**config.mk**
```make
export PLATFORM = sky130hd
export DESIGN_NAME = trap_ctrl_flat
export DESIGN_NICKNAME = d
export VERILOG_FILES = /design/src/rtl/trap_ctrl_if.sv /design/src/rtl/trap_ctrl.sv /design/src/flat_wrapper.sv
export SDC_FILE = /design/constraint.sdc
export NUM_CORES = 1
export LEC_CHECK = 0
export ABC_AREA = 1
export CORE_AREA = 2 2 302 304
export CTS_CLUSTER_DIAMETER = 100
export DETAILED_ROUTE_END_ITERATION = 10
export DIE_AREA = 0 0 304 306
export PLACE_DENSITY = 0.45
export SLEW_MARGIN = 30
export SYNTH_ARGS = -nofsm -noshare
export SYNTH_HDL_FRONTEND = slang
export SYNTH_SLANG_ARGS = --single-unit
```
**constraint.sdc**
```tcl
create_clock -name CLK -period 9.01 [get_ports CLK]
set_clock_uncertainty 0.05 [all_clocks]
set_input_delay 0.901 -clock CLK [delete_from_list [all_inputs] [get_ports CLK]]
set_output_delay 0.901 -clock CLK [all_outputs]
set_load 0.01 [all_outputs]
```
**src/rtl/trap_ctrl_if.sv**
```systemverilog
// Commit-boundary handshake bundle between the retire stage and trap_ctrl.
interface trap_ctrl_if #(
  parameter int unsigned DW = 64
);
  logic          commit_valid;
  logic          commit_ready;
  logic [DW-1:0] commit_pc;
  logic [DW-1:0] commit_tval;
  logic          exc_ifetch_mis;
  logic          exc_illegal;
  logic          exc_ebreak;
  logic          exc_ld_mis;
  logic          exc_st_mis;
  logic          exc_ecall;
  logic          is_mret;

  modport master (
    output commit_valid, commit_pc, commit_tval,
    output exc_ifetch_mis, exc_illegal, exc_ebreak, exc_ld_mis, exc_st_mis, exc_ecall,
    output is_mret,
    input  commit_ready
  );

  modport slave (
    input  commit_valid, commit_pc, commit_tval,
    input  exc_ifetch_mis, exc_illegal, exc_ebreak, exc_ld_mis, exc_st_mis, exc_ecall,
    input  is_mret,
    output commit_ready
  );
endinterface

```
**src/rtl/trap_ctrl.sv**
```systemverilog
// Machine-mode trap/return sequencer: classifies each commit, produces CSR update
// strobes/data, then flushes the pipeline and issues one PC redirect.
module trap_ctrl #(
  parameter int unsigned DW          = 64,
  parameter bit          VECTORED_EN = 1'b1
) (
  input  logic          CLK,
  input  logic          RST,
  trap_ctrl_if.slave    cif,
  input  logic [DW-1:0] mstatus_csr_out,
  input  logic [DW-1:0] mie_csr_out,
  input  logic [DW-1:0] mip_csr_out,
  input  logic [DW-1:0] mepc_csr_out,
  input  logic [DW-1:0] mtvec_csr_out,
  output logic          isTrap,
  output logic          isXRet,
  output logic [DW-1:0] mstatus_except_in,
  output logic [DW-1:0] mcause_except_in,
  output logic [DW-1:0] mepc_except_in,
  output logic [DW-1:0] mtval_except_in,
  output logic          retire,
  output logic          flush,
  input  logic          flush_ack,
  output logic          redirect_valid,
  output logic [DW-1:0] redirect_pc
);

  typedef enum logic [1:0] {IDLE, DRAIN, REDIRECT} state_t;

  state_t        state, state_d;
  logic [DW-1:0] target_q;

  logic          accept;
  logic [DW-1:0] pend;
  logic          irq;
  logic [7:0]    irq_cause;
  logic          exc;
  logic [7:0]    exc_cause;
  logic          exc_has_tval;
  logic          trap_ev, xret_ev, retire_ev;
  logic [DW-1:0] base, vec_off, target_d;
  logic [DW-1:0] mstatus_trap, mstatus_ret;

  // Event classification and redirect target for the current commit.
  always_comb begin
    accept = cif.commit_valid & (state == IDLE) & ~RST;
    pend   = mip_csr_out & mie_csr_out & {DW{mstatus_csr_out[3]}};
    irq    = |pend;

    // Any non-standard pending bit maps to its own index; MEI > MSI > MTI override.
    irq_cause = '0;
    for (int unsigned i = DW; i > 0; i--) begin
      if (pend[i-1]) irq_cause = 8'(i - 1);
    end
    if (pend[7])  irq_cause = 8'd7;
    if (pend[3])  irq_cause = 8'd3;
    if (pend[11]) irq_cause = 8'd11;

    exc          = 1'b1;
    exc_cause    = '0;
    exc_has_tval = 1'b0;
    if (cif.exc_ifetch_mis) begin
      exc_cause = 8'd0;  exc_has_tval = 1'b1;
    end else if (cif.exc_illegal) begin
      exc_cause = 8'd2;  exc_has_tval = 1'b1;
    end else if (cif.exc_ebreak) begin
      exc_cause = 8'd3;
    end else if (cif.exc_ecall) begin
      exc_cause = 8'd11;
    end else if (cif.exc_ld_mis) begin
      exc_cause = 8'd4;  exc_has_tval = 1'b1;
    end else if (cif.exc_st_mis) begin
      exc_cause = 8'd6;  exc_has_tval = 1'b1;
    end else begin
      exc = 1'b0;
    end

    trap_ev   = accept & (irq | exc);
    xret_ev   = accept & ~irq & ~exc & cif.is_mret;
    retire_ev = accept & ~irq & ~exc & ~cif.is_mret;

    base          = {mtvec_csr_out[DW-1:2], 2'b00};
    vec_off       = '0;
    vec_off[9:0]  = {irq_cause, 2'b00};
    if (xret_ev)
      target_d = mepc_csr_out;
    else if (VECTORED_EN && (mtvec_csr_out[1:0] == 2'b01) && irq)
      target_d = base + vec_off;
    else
      target_d = base;

    mstatus_trap        = mstatus_csr_out;
    mstatus_trap[7]     = mstatus_csr_out[3];
    mstatus_trap[3]     = 1'b0;
    mstatus_trap[12:11] = 2'b11;

    mstatus_ret         = mstatus_csr_out;
    mstatus_ret[3]      = mstatus_csr_out[7];
    mstatus_ret[7]      = 1'b1;
    mstatus_ret[12:11]  = 2'b11;
  end

  always_ff @(posedge CLK) begin
    if (RST) begin
      state    <= IDLE;
      target_q <= '0;
    end else begin
      state <= state_d;
      if (trap_ev || xret_ev) target_q <= target_d;
    end
  end

  always_comb begin
    state_d = state;
    case (state)
      IDLE:     if (trap_ev || xret_ev) state_d = DRAIN;
      DRAIN:    if (flush_ack) state_d = REDIRECT;
      REDIRECT: state_d = IDLE;
      default:  state_d = IDLE;
    endcase
  end

  always_comb begin
    cif.commit_ready  = (state == IDLE) & ~RST;
    flush             = (state == DRAIN);
    redirect_valid    = (state == REDIRECT);
    redirect_pc       = (state == REDIRECT) ? target_q : '0;
    retire            = retire_ev;
    isTrap            = trap_ev;
    isXRet            = xret_ev;
    mstatus_except_in = '0;
    mcause_except_in  = '0;
    mepc_except_in    = '0;
    mtval_except_in   = '0;
    if (trap_ev) begin
      mstatus_except_in = mstatus_trap;
      mepc_except_in    = cif.commit_pc;
      mcause_except_in[DW-1] = irq;
      mcause_except_in[7:0]  = irq ? irq_cause : exc_cause;
      if (!irq && exc_has_tval) mtval_except_in = cif.commit_tval;
    end else if (xret_ev) begin
      mstatus_except_in = mstatus_ret;
    end
  end

endmodule

```
**src/flat_wrapper.sv**
```systemverilog
// flat-port wrapper written by rule: the top's interface ports become plain ports
module trap_ctrl_flat 
#(
  parameter int unsigned DW          = 64,
  parameter bit          VECTORED_EN = 1'b1
)
  (CLK, RST, mstatus_csr_out, mie_csr_out, mip_csr_out, mepc_csr_out, mtvec_csr_out, isTrap, isXRet, mstatus_except_in, mcause_except_in, mepc_except_in, mtval_except_in, retire, flush, flush_ack, redirect_valid, redirect_pc, cif_commit_valid, cif_commit_pc, cif_commit_tval, cif_exc_ifetch_mis, cif_exc_illegal, cif_exc_ebreak, cif_exc_ld_mis, cif_exc_st_mis, cif_exc_ecall, cif_is_mret, cif_commit_ready);
  trap_ctrl_if #(.DW(DW)) cif_i ();
  input  logic CLK;
  input  logic RST;
  input  logic [DW-1:0] mstatus_csr_out;
  input  logic [DW-1:0] mie_csr_out;
  input  logic [DW-1:0] mip_csr_out;
  input  logic [DW-1:0] mepc_csr_out;
  input  logic [DW-1:0] mtvec_csr_out;
  output logic isTrap;
  output logic isXRet;
  output logic [DW-1:0] mstatus_except_in;
  output logic [DW-1:0] mcause_except_in;
  output logic [DW-1:0] mepc_except_in;
  output logic [DW-1:0] mtval_except_in;
  output logic retire;
  output logic flush;
  input  logic flush_ack;
  output logic redirect_valid;
  output logic [DW-1:0] redirect_pc;
  input wire logic [$bits(cif_i.commit_valid)-1:0] cif_commit_valid;
  input wire logic [$bits(cif_i.commit_pc)-1:0] cif_commit_pc;
  input wire logic [$bits(cif_i.commit_tval)-1:0] cif_commit_tval;
  input wire logic [$bits(cif_i.exc_ifetch_mis)-1:0] cif_exc_ifetch_mis;
  input wire logic [$bits(cif_i.exc_illegal)-1:0] cif_exc_illegal;
  input wire logic [$bits(cif_i.exc_ebreak)-1:0] cif_exc_ebreak;
  input wire logic [$bits(cif_i.exc_ld_mis)-1:0] cif_exc_ld_mis;
  input wire logic [$bits(cif_i.exc_st_mis)-1:0] cif_exc_st_mis;
  input wire logic [$bits(cif_i.exc_ecall)-1:0] cif_exc_ecall;
  input wire logic [$bits(cif_i.is_mret)-1:0] cif_is_mret;
  output wire logic [$bits(cif_i.commit_ready)-1:0] cif_commit_ready;
  assign cif_i.commit_valid = cif_commit_valid;
  assign cif_i.commit_pc = cif_commit_pc;
  assign cif_i.commit_tval = cif_commit_tval;
  assign cif_i.exc_ifetch_mis = cif_exc_ifetch_mis;
  assign cif_i.exc_illegal = cif_exc_illegal;
  assign cif_i.exc_ebreak = cif_exc_ebreak;
  assign cif_i.exc_ld_mis = cif_exc_ld_mis;
  assign cif_i.exc_st_mis = cif_exc_st_mis;
  assign cif_i.exc_ecall = cif_exc_ecall;
  assign cif_i.is_mret = cif_is_mret;
  assign cif_commit_ready = cif_i.commit_ready;
  trap_ctrl #(.DW(DW), .VECTORED_EN(VECTORED_EN)) u_core (.CLK(CLK), .RST(RST), .cif(cif_i), .mstatus_csr_out(mstatus_csr_out), .mie_csr_out(mie_csr_out), .mip_csr_out(mip_csr_out), .mepc_csr_out(mepc_csr_out), .mtvec_csr_out(mtvec_csr_out), .isTrap(isTrap), .isXRet(isXRet), .mstatus_except_in(mstatus_except_in), .mcause_except_in(mcause_except_in), .mepc_except_in(mepc_except_in), .mtval_except_in(mtval_except_in), .retire(retire), .flush(flush), .flush_ack(flush_ack), .redirect_valid(redirect_valid), .redirect_pc(redirect_pc));
endmodule
```
-- Yosys cells after proc, flatten, opt, wreduce, memory -nomap -nowiden
Index checks and enable logic that the tools add are counted.
- $add $sub $neg: 1
- multiply operators: 0
- div/mod/pow operators: 0
- magnitude comparators: 0
- equal/unequal tests: 5
- shifts and indexed selects: 0
- mux-type cells: 94
- bitwise operators: 15
- reduce and logical (&&, ||, !) cells: 7
- operators with widths (cell ; count):
    8-bit two-way mux ; 70
    64-bit two-way mux ; 8
    64-bit bitwise AND ; 2
    64-bit by 10-bit adder with 64-bit output ; 1
    64-bit OR reduction ; 1
    1-bit two-way mux ; 11
    1-bit bitwise AND ; 8
    6-bit two-way mux ; 1
    2-bit by 1-bit == test with 1-bit output (second input constant) ; 2
    2-bit two-way mux ; 2
    2-bit by 1-bit != test with 1-bit output (second input constant) ; 2
    1-bit inverter ; 4
    2-bit case mux with 2 select lines ; 1
    3-bit two-way mux ; 1
    2-bit == test (second input constant) ; 1
    1-bit logical AND ; 2
    2-bit zero test ; 1
    2-bit AND reduction ; 1
    1-bit zero test ; 1
    1-bit logical OR ; 1
    1-bit OR ; 1
- bits in registers: 66
- bits in latches: 0
- memory bits (writable): 0
- ROM bits: 0
- input bits: 459
- output and inout port bits: 326
- word-level logic and storage cells: 124
- memories: 0

-- Depth between registers and ports, before layout
Gate-level depths: netlist (run 1).
- word-level depth: 69
- depth in mapped cells: 85
- mapped depth without buffers: 85

-- Worst setup path before layout (run 1)
No wires, ideal clock.
- path kind: input-to-reg
- from: input mstatus_csr_out[3]
- to: register u_core.target_q[50]
- setup time: 0.132 ns
- arrival: 6.185 ns
- required time: 8.828 ns
- setup slack: 2.643 ns
- stages: 78
- path buffers: 1
- cells stage by stage: buf_6 -> nand3_1 -> nand2_1 -> nand2_1 -> nand2_1 -> nand2_1 -> nand2_1 -> nand2_1 -> nand2_1 -> nand2_1 -> nand2_1 -> nand2_1 -> nand2_1 -> nand2_1 -> nand2_1 -> nand2_1 -> nand2_1 -> nand2_1 -> [... 42 more ...] -> ha_1 -> inv_1 -> fa_1 -> nor2_1 -> a211oi_1 -> o21ai_0 -> nand4_1 -> nor2_1 -> nand2_1 -> nor3_1 -> nand2_1 -> inv_1 -> nand2_1 -> nor3_1 -> nor3b_1 -> xor2_1 -> o21ai_0 -> a21oi_1
- word-level cells in the longest chain between the ends: 68
- elaborated cells between the ends (all ways): 77
- those cells by class: 1 x add/sub; 66 x mux; 7 x bitwise; 3 x reduce/logical
- ends and longest elaborated chain (item ; RTL line ; source):
    from (decl) ; flat_wrapper.sv:11 ; input logic [DW-1:0] mstatus_csr_out;
    64-bit bitwise AND * ; trap_ctrl.sv:47 ; pend = mip_csr_out & mie_csr_out & {DW{mstatus_csr_out[3]}};
    6-bit two-way mux ; trap_ctrl.sv:53 ; if (pend[i-1]) irq_cause = 8'(i - 1);
    8-bit two-way mux (60 in series) ; trap_ctrl.sv:53 ;
    8-bit two-way mux ; trap_ctrl.sv:55 ; if (pend[7]) irq_cause = 8'd7;
    8-bit two-way mux ; trap_ctrl.sv:56 ; if (pend[3]) irq_cause = 8'd3;
    8-bit two-way mux ; trap_ctrl.sv:57 ; if (pend[11]) irq_cause = 8'd11;
    64-bit by 10-bit adder with 64-bit output ; trap_ctrl.sv:88 ; target_d = base + vec_off;
    64-bit two-way mux ; trap_ctrl.sv:87 ; else if (VECTORED_EN && (mtvec_csr_out[1:0] == 2'b01) && irq)
    64-bit two-way mux ; trap_ctrl.sv:85 ; if (xret_ev)
    to (signal assigned) ; trap_ctrl.sv:109 ; if (trap_ev || xret_ev) target_q <= target_d;
    to (decl) ; trap_ctrl.sv:31 ; logic [DW-1:0] target_q;
Mark *: on every way between the ends. The rest lies on a longest branch, timed or not.
A chain may end at the register's enable or synchronous reset.

-- Worst setup path in the final report (run 1)
- from: input mip_csr_out[63]
- to: register u_core.target_q[50]
- word-level cells in the longest chain between the ends: 69
- elaborated cells between the ends (all ways): 78
- those cells by class: 1 x add/sub; 66 x mux; 8 x bitwise; 3 x reduce/logical
- ends and longest elaborated chain (item ; RTL line ; source):
    from (decl) ; flat_wrapper.sv:13 ; input logic [DW-1:0] mip_csr_out;
    64-bit bitwise AND * (2 in series) ; trap_ctrl.sv:47 ;
    6-bit two-way mux ; trap_ctrl.sv:53 ;
    8-bit two-way mux (60 in series) ; trap_ctrl.sv:53 ;
    8-bit two-way mux ; trap_ctrl.sv:55 ;
    8-bit two-way mux ; trap_ctrl.sv:56 ;
    8-bit two-way mux ; trap_ctrl.sv:57 ;
    64-bit by 10-bit adder with 64-bit output ; trap_ctrl.sv:88 ;
    64-bit two-way mux ; trap_ctrl.sv:87 ;
    64-bit two-way mux ; trap_ctrl.sv:85 ;
Marked as above.

==> results.json, run 1 <==
{
  "track_usage_pct": 13.36,
  "cts_tree": "done",
  "vias": 12280,
  "p_sw_share_pct": 35.04,
  "synth_top_area_share_pct": 17.33,
  "drtAntennaViolNets": 0,
  "cp-end-kind": "register",
  "max_freq_mhz": 127.2,
  "cts_setup_buffers": 0,
  "clockRootBuffer": "clkbuf_16",
  "drv_slew": 0,
  "area_growth_pct": 105.0,
  "synth_top_area_cell": "nor2_1",
  "seqPwrFrac_pct": 25.0,
  "yosys_warnings": 0,
  "grt_max_degree": 70,
  "hold_class": "reg2reg",
  "slew_headroom_pct": 42.88,
  "clk_pin_slew_ps": 70,
  "die_h_um": 306,
  "critPathArrivalTime_ps": 8040,
  "ios": 785,
  "finalSetupViolCount": 0,
  "routedWlPerCell_um": 18.63,
  "synth.top_cells.by_count": "nor2_1 (382), nand2_1 (342), inv_1 (270), nand3_1 (83), dfxtp_1 (66)",
  "drc": 0,
  "dieArea_mm2": 0.09302,
  "vdd_drop_max_mv": 0.08421,
  "p_clk_share_pct": 30.0,
  "required_ps": 9190,
  "drtPass1Iterations": 5,
  "drtIter0Drc": 583,
  "synthMostInstantiatedCell": "nor2_1",
  "routed_wirelength_um": 64430,
  "crit_slowest_cell": "clkdlybuf4s50_1",
  "syn_area_mm2": 0.008273,
  "finalPower_mw": 1.263,
  "power_frac_comb_pct": 45.1,
  "worstSetupPathType": "in2reg",
  "post-route-period-util_pct": 87.24,
  "clock_latency_ps": 370,
  "synthFlopType": "dfxtp_1",
  "grt_pass1_wl_um": 88530,
  "crit_path_max_fanout": 3,
  "htreeDepth": 3,
  "drive_gt1_share_pct": 3.261,
  "synthCells": 1581,
  "setup_tns_ps": 0,
  "power_switching_mw": 0.4425,
  "cts.repair.resized": 0,
  "grt_pass1_vias": 12240,
  "cts_hold_buf": 0,
  "portBuffers": 725,
  "rsz0062_at_grt": "no",
  "synth_seq_area_share_pct": 15.97,
  "vias_per_cell": 3.551,
  "p_int_mw": 0.8202,
  "start_util_pct": 9.233,
  "tightest_slew_ps": 856.8,
  "fin_nets": 2730,
  "outcome": "finished, final reports clean",
  "synth_async_sr_flop_share_pct": 0,
  "die_w_um": 304,
  "leakagePower_nw": 6.917,
  "synth-edff-count": 0,
  "clkSinkCount": 66,
  "critPathLaunchType": "primary input",
  "path_common_cell": "nand2_1",
  "synth_seq_cells": 66,
  "synth_area_per_cell_um2": 5.233,
  "overflow": 0,
  "fin_crit_ps": 7861,
  "coreArea_mm2": 0.08960,
  "cap_violations": 0,
  "finalWeightedCongestion": 0.8694,
  "final_util_pct": 18.93,
  "n_fill_cell": 10340,
  "synthDistinctLibCells": 48,
  "hold_viol": 0,
  "synth.area.top_cells": "nor2_1 (17%), dfxtp_1 (16%), nand2_1 (16%)",
  "clk_path_buf_depth": 2,
  "slowest_delay_ps": 450,
  "post-dp-hpwl_um": 55850,
  "cts_buffers": 9,
  "rows": 110,
  "p_per_area_mw_per_mm2": 74.45,
  "antenna_found_initial": 28
}
-- stage by stage --
step / setup slack, ps / std cells / area, um^2 / hold slack, ps
after floorplan: 2643 / 1637 / 8483 / 390.9
after global placement: 637.2 / 3429 / 16630 / 403.1
after detailed placement: 708.5 / 3429 / 16630 / 406.0
after CTS: 1114 / 3445 / 16930 / 415.7
after global routing: 3.584 / 3447 / 16930 / 433.7
final: 1149 / 3458 / 16960 / 412.3
-- per-layer routing --
layer / up-vias / routed length [um] / GRT usage, %
li1: 6107 / - / -
met2: 550 / 30390 / 22.72
met4: 18 / 1489 / 3.760
met5: - / 110 / 0
met1: 5539 / 27090 / 15.69
met3: 66 / 5356 / 4.873
-- layout make-up --
type / instances / area (um^2) / share of cell area (%)
clock buffers: 10 / 229.0 / 1.350
clock inverters: 6 / 67.56 / 0.3984
diodes: 13 / 32.53 / 0.1918
well taps: 1176 / 1471 / 8.676
repair buffers: 747 / 7412 / 43.70
flip-flops and latches: 66 / 1321 / 7.791
multi-input cells: 1165 / 5391 / 31.79
inverters: 275 / 1035 / 6.101
-- power groups by stage --
| stage | sequential (mW) | clock [mW] | combinational [mW] |
|---|---|---|---|
| final | 0.315 | 0.378 | 0.569 |
| after global routing | 0.317 | 0.402 | 0.629 |
| after CTS | 0.315 | 0.396 | 0.582 |
| after detailed placement | 0.321 | 0 | 0.579 |
| after global placement | 0.321 | 0 | 0.580 |
| after floorplan | 0.319 | 0 | 0.237 |
-- cells in the final DEF, fill, tap and decap left out, types with 9 or more instances in the layout --
master	n
inv_1	269
a21oi_1	60
nor3_1	24
xor2_1	39
nor2_1	380
dfxtp_1	66
xnor2_1	10
o211ai_1	11
clkdlybuf4s50_1	723
clkbuf_16	9
nand2_1	342
diode_2	13
nand3_1	82
nand4_1	16
conb_1	57
o21ai_0	55
nor4_1	17
buf_4	22
o221ai_1	9
-- worst paths after layout --
kind | start | end | slack (ps) | depth (start not counted)
min reg2reg | u_core.target_q[35]$_SDFFE_PP0P_ | u_core.target_q[35]$_SDFFE_PP0P_ | 410 | 2
max reg2reg | u_core.state[0]$_SDFFE_PP0P_ | u_core.target_q[3]$_SDFFE_PP0P_ | 5500 | 12
max | mip_csr_out[63] | u_core.target_q[50]$_SDFFE_PP0P_ | 1150 | 81
min | u_core.target_q[35]$_SDFFE_PP0P_ | u_core.target_q[35]$_SDFFE_PP0P_ | 410 | 2
-- registers in the layout (all words and copies together), names as in the netlist --
signal,cells
u_core.target_q,64
u_core.state,2
-- worst max-delay path: cells and delay by family --
family,cells,cell delay [ps]
xor gates and xnor gates,1,120
AOI/OAI and AO/OA,4,580
adders and majority gates,2,560
buffers and inverters,5,980
and+or+nand+nor,69,4910
-- cells by family (layout without fill, tap and decap cells) --
logic type / after synthesis / count (layout) / share of synthesized area (%)
and+or+nand+nor: 893 / 893 / 44.93
other: 1 / 70 / 0.04533
DFF: 66 / 66 / 15.97
buffers and inverters: 406 / 1038 / 21.78
AOI/OAI and AO/OA: 159 / 159 / 10.93
xor gates and xnor gates: 49 / 49 / 5.188
adders and majority gates: 7 / 7 / 1.149
Note: power is estimated with default switching activity, not from simulation.
==> run 2, diff against run 1 <==
--- a/config.mk
+++ b/config.mk
@@ -11,6 +11,7 @@
 export DETAILED_ROUTE_END_ITERATION = 10
 export DIE_AREA = 0 0 304 306
 export PLACE_DENSITY = 0.45
+export SKIP_LAST_GASP = 1
 export SLEW_MARGIN = 30
 export SYNTH_ARGS = -nofsm -noshare
 export SYNTH_HDL_FRONTEND = slang
==> results of run 2 <==
No change in the layout: final DEF, timing and power equal those of run 1.
==> run 3, diff against run 2 <==
--- a/config.mk
+++ b/config.mk
@@ -10,6 +10,7 @@
 export CTS_CLUSTER_DIAMETER = 100
 export DETAILED_ROUTE_END_ITERATION = 10
 export DIE_AREA = 0 0 304 306
+export GPL_TIMING_DRIVEN = 0
 export PLACE_DENSITY = 0.45
 export SKIP_LAST_GASP = 1
 export SLEW_MARGIN = 30
==> constraint.sdc (replaced) <==
create_clock -name CLK -period 9.4 [get_ports CLK]
set_clock_uncertainty 0.05 [all_clocks]
set_input_delay 0.94 -clock CLK [delete_from_list [all_inputs] [get_ports CLK]]
set_output_delay 0.94 -clock CLK [all_outputs]
set_load 0.01 [all_outputs]
==> run 3 against run 2 <==
  * Worst hold slack gained 0.71 ps
  * Die area is the same
  * Combinational power up 2%
  * Critical path depth stayed put
  * Clock power is 7.4% lower
  * Critical path type unchanged
  * Utilization grew 0.66 points
  * Non-clock buffer count is 109 higher
  * Register-to-register slack got worse by 850 ps
  * Global-route usage grew 1.1 points
  * Routed wire length up 8.8%
==> results.json, run 3 (synthesis gave the netlist of run 1 again) <==
{
  "drv_slew": 0,
  "power_switching_mw": 0.4340,
  "fin_crit_ps": 8393,
  "clkSinkCount": 66,
  "htreeDepth": 3,
  "post-dp-hpwl_um": 62840,
  "p_clk_share_pct": 28.3,
  "routedWlPerCell_um": 19.70,
  "worstSetupStartpoint": "mstatus_csr_out[3]",
  "cts_tree": "done",
  "ios": 785,
  "vias": 12630,
  "antenna_found_initial": 26,
  "start_util_pct": 9.233,
  "overflow": 0,
  "p_per_area_mw_per_mm2": 70.40,
  "dieArea_mm2": 0.09302,
  "r2r-end": "u_core.target_q[24]$_SDFFE_PP0P_",
  "grt_pass1_vias": 12710,
  "drtAntennaViolNets": 0,
  "drive_gt1_share_pct": 5.135,
  "top_layer_used": "met5",
  "slowest_delay_ps": 500,
  "rows": 110,
  "power_frac_comb_pct": 47.2,
  "wirelength_met1_um": 29940,
  "required_ps": 9620,
  "wl_met2_um": 32850,
  "p_sw_share_pct": 35.12,
  "hold_class": "reg2reg",
  "drtIter0Drc": 699,
  "largest_register_ffs": 64,
  "cp-end-kind": "register",
  "grt_pass1_wl_um": 94890,
  "p_int_mw": 0.8018,
  "leakagePower_nw": 7.270,
  "holdWs_ps": 413.0,
  "cp-endpoint": "u_core.target_q[62]$_SDFFE_PP0P_",
  "finalPower_mw": 1.236,
  "coreArea_mm2": 0.08960,
  "drc": 0,
  "crit_path_max_fanout": 4,
  "outcome": "finished, final reports clean",
  "setup_tns_ps": 0,
  "grt_max_degree": 12,
  "routed_wirelength_um": 70110,
  "clockRootBuffer": "clkbuf_16",
  "worstHoldStart": "u_core.target_q[26]$_SDFFE_PP0P_",
  "max_freq_mhz": 119.1,
  "top_regs": "u_core.target_q: 64 flops, u_core.state: 2 flops",
  "path_common_cell": "nand2_1",
  "die_w_um": 304,
  "tightest_slew_ps": 943.7,
  "worstSetupPathType": "in2reg",
  "dr_wl_met3_um": 5543,
  "critPathLaunchType": "primary input",
  "critPathArrivalTime_ps": 8610,
  "final_cell_mix": "clkdlybuf4s50_1 (724), nor2_1 (379), nand2_1 (342)",
  "reg2reg_depth": 11,
  "clk_path_buf_depth": 2,
  "final_common_cell": "clkdlybuf4s50_1",
  "fin_nets": 2839,
  "finalWeightedCongestion": 0.8798,
  "worst-r2r-setup-slack_ps": 4650,
  "finalSetupViolCount": 0,
  "clock_latency_ps": 360,
  "die_h_um": 306,
  "hold_viol": 0,
  "area_growth_pct": 112.2,
  "cap_violations": 0,
  "rsz0062_at_grt": "yes",
  "slew_headroom_pct": 37.09,
  "final_util_pct": 19.59,
  "crit_slowest_cell": "clkdlybuf4s50_1",
  "largest_register": "u_core.target_q",
  "cts_buffers": 9,
  "vias_per_cell": 3.550,
  "timing.rr.start": "u_core.state[1]$_SDFFE_PP0P_",
  "track_usage_pct": 14.48,
  "portBuffers": 724,
  "cts_hold_buf": 0,
  "drtPass1Iterations": 5,
  "n_fill_cell": 10430,
  "post-route-period-util_pct": 89.29,
  "seqPwrFrac_pct": 24.5,
  "vdd_drop_max_mv": 0.08149,
  "clk_pin_slew_ps": 70
}
run 3: changes by cell type in the layout (fill, tap and decap cells not counted), moves of 3 or more:
| cell | previous run | this run |
|---|---|---|
| clkbuf_1 | 1 | 47 |
| buf_4 | 22 | 59 |
| buf_1 | 0 | 12 |
| diode_2 | 13 | 7 |
| buf_6 | 0 | 4 |
| clkbuf_2 | 0 | 4 |
| nor2_2 | 5 | 8 |
run 3: power groups by stage:
stage / Clock [mW] / Combinational [mW] / Sequential (mW)
2_1_floorplan: 0 / 0.227 / 0.306
6_report: 0.350 / 0.583 / 0.302
4_1_cts: 0.362 / 0.593 / 0.302
3_5_place_dp: 0 / 0.590 / 0.308
5_1_grt: 0.370 / 0.639 / 0.304
3_3_place_gp: 0 / 0.587 / 0.308
run 3: metrics by stage:
| stage | cell area [um^2] | setup slack, ps | cells |
|---|---|---|---|
| after floorplan | 8483 | 2994 | 1637 |
| after global placement | 17200 | 332.5 | 3537 |
| after detailed placement | 17240 | 301.9 | 3538 |
| after CTS | 17520 | 700.5 | 3552 |
| after global routing | 17550 | -33.36 | 3557 |
| final | 17560 | 1007 | 3559 |
run 3: final cells by class:
cell class                 instances  area, um^2  share of cell area, %
antenna                            7       17.52                0.09978
buffer                           131       774.5                  4.412
clock buffer                       9       225.2                  1.283
clock inverter                     5       57.56                 0.3278
inverter                         275        1032                  5.880
multi-input combinational       1165        5381                  30.65
sequential                        66        1321                  7.526
tap                             1176        1471                  8.381
timing repair buffer             725        7274                  41.44
run 3: critical path: cells and delay by family:
kind	cells	cell delay, ps
adders and majority gates	2	600
buffers and inverters	5	980
and+or+nand+nor	70	5300
xor gates and xnor gates	1	190
AOI/OAI and AO/OA	3	580
run 3: how the worst min path moves through the flow:
| stage | endpoint | slack [ps] | cells past startpoint |
|---|---|---|---|
| finish | u_core.target_q[26]$_SDFFE_PP0P_ | 410 | 2 |
| global route | u_core.target_q[60]$_SDFFE_PP0P_ | 430 | 2 |
| CTS | u_core.target_q[42]$_SDFFE_PP0P_ | 420 | 2 |
| detailed placement | u_core.target_q[42]$_SDFFE_PP0P_ | 410 | 2 |
| global placement | u_core.target_q[55]$_SDFFE_PP0P_ | 400 | 2 |
| floorplan | u_core.target_q[0]$_SDFFE_PP0P_ | 390 | 2 |
run 3: routing by layer:
layer | track usage (%) | vias up
met5 | 0 | -
met4 | 3.795 | 24
met3 | 4.652 | 79
met2 | 24.65 | 570
met1 | 17.48 | 5653
li1 | - | 6308
run 3: what timing repair did:
action	in CTS	in global routing
setup buffers	0	0
gates resized for setup	0	5
setup endpoints to repair	0	7
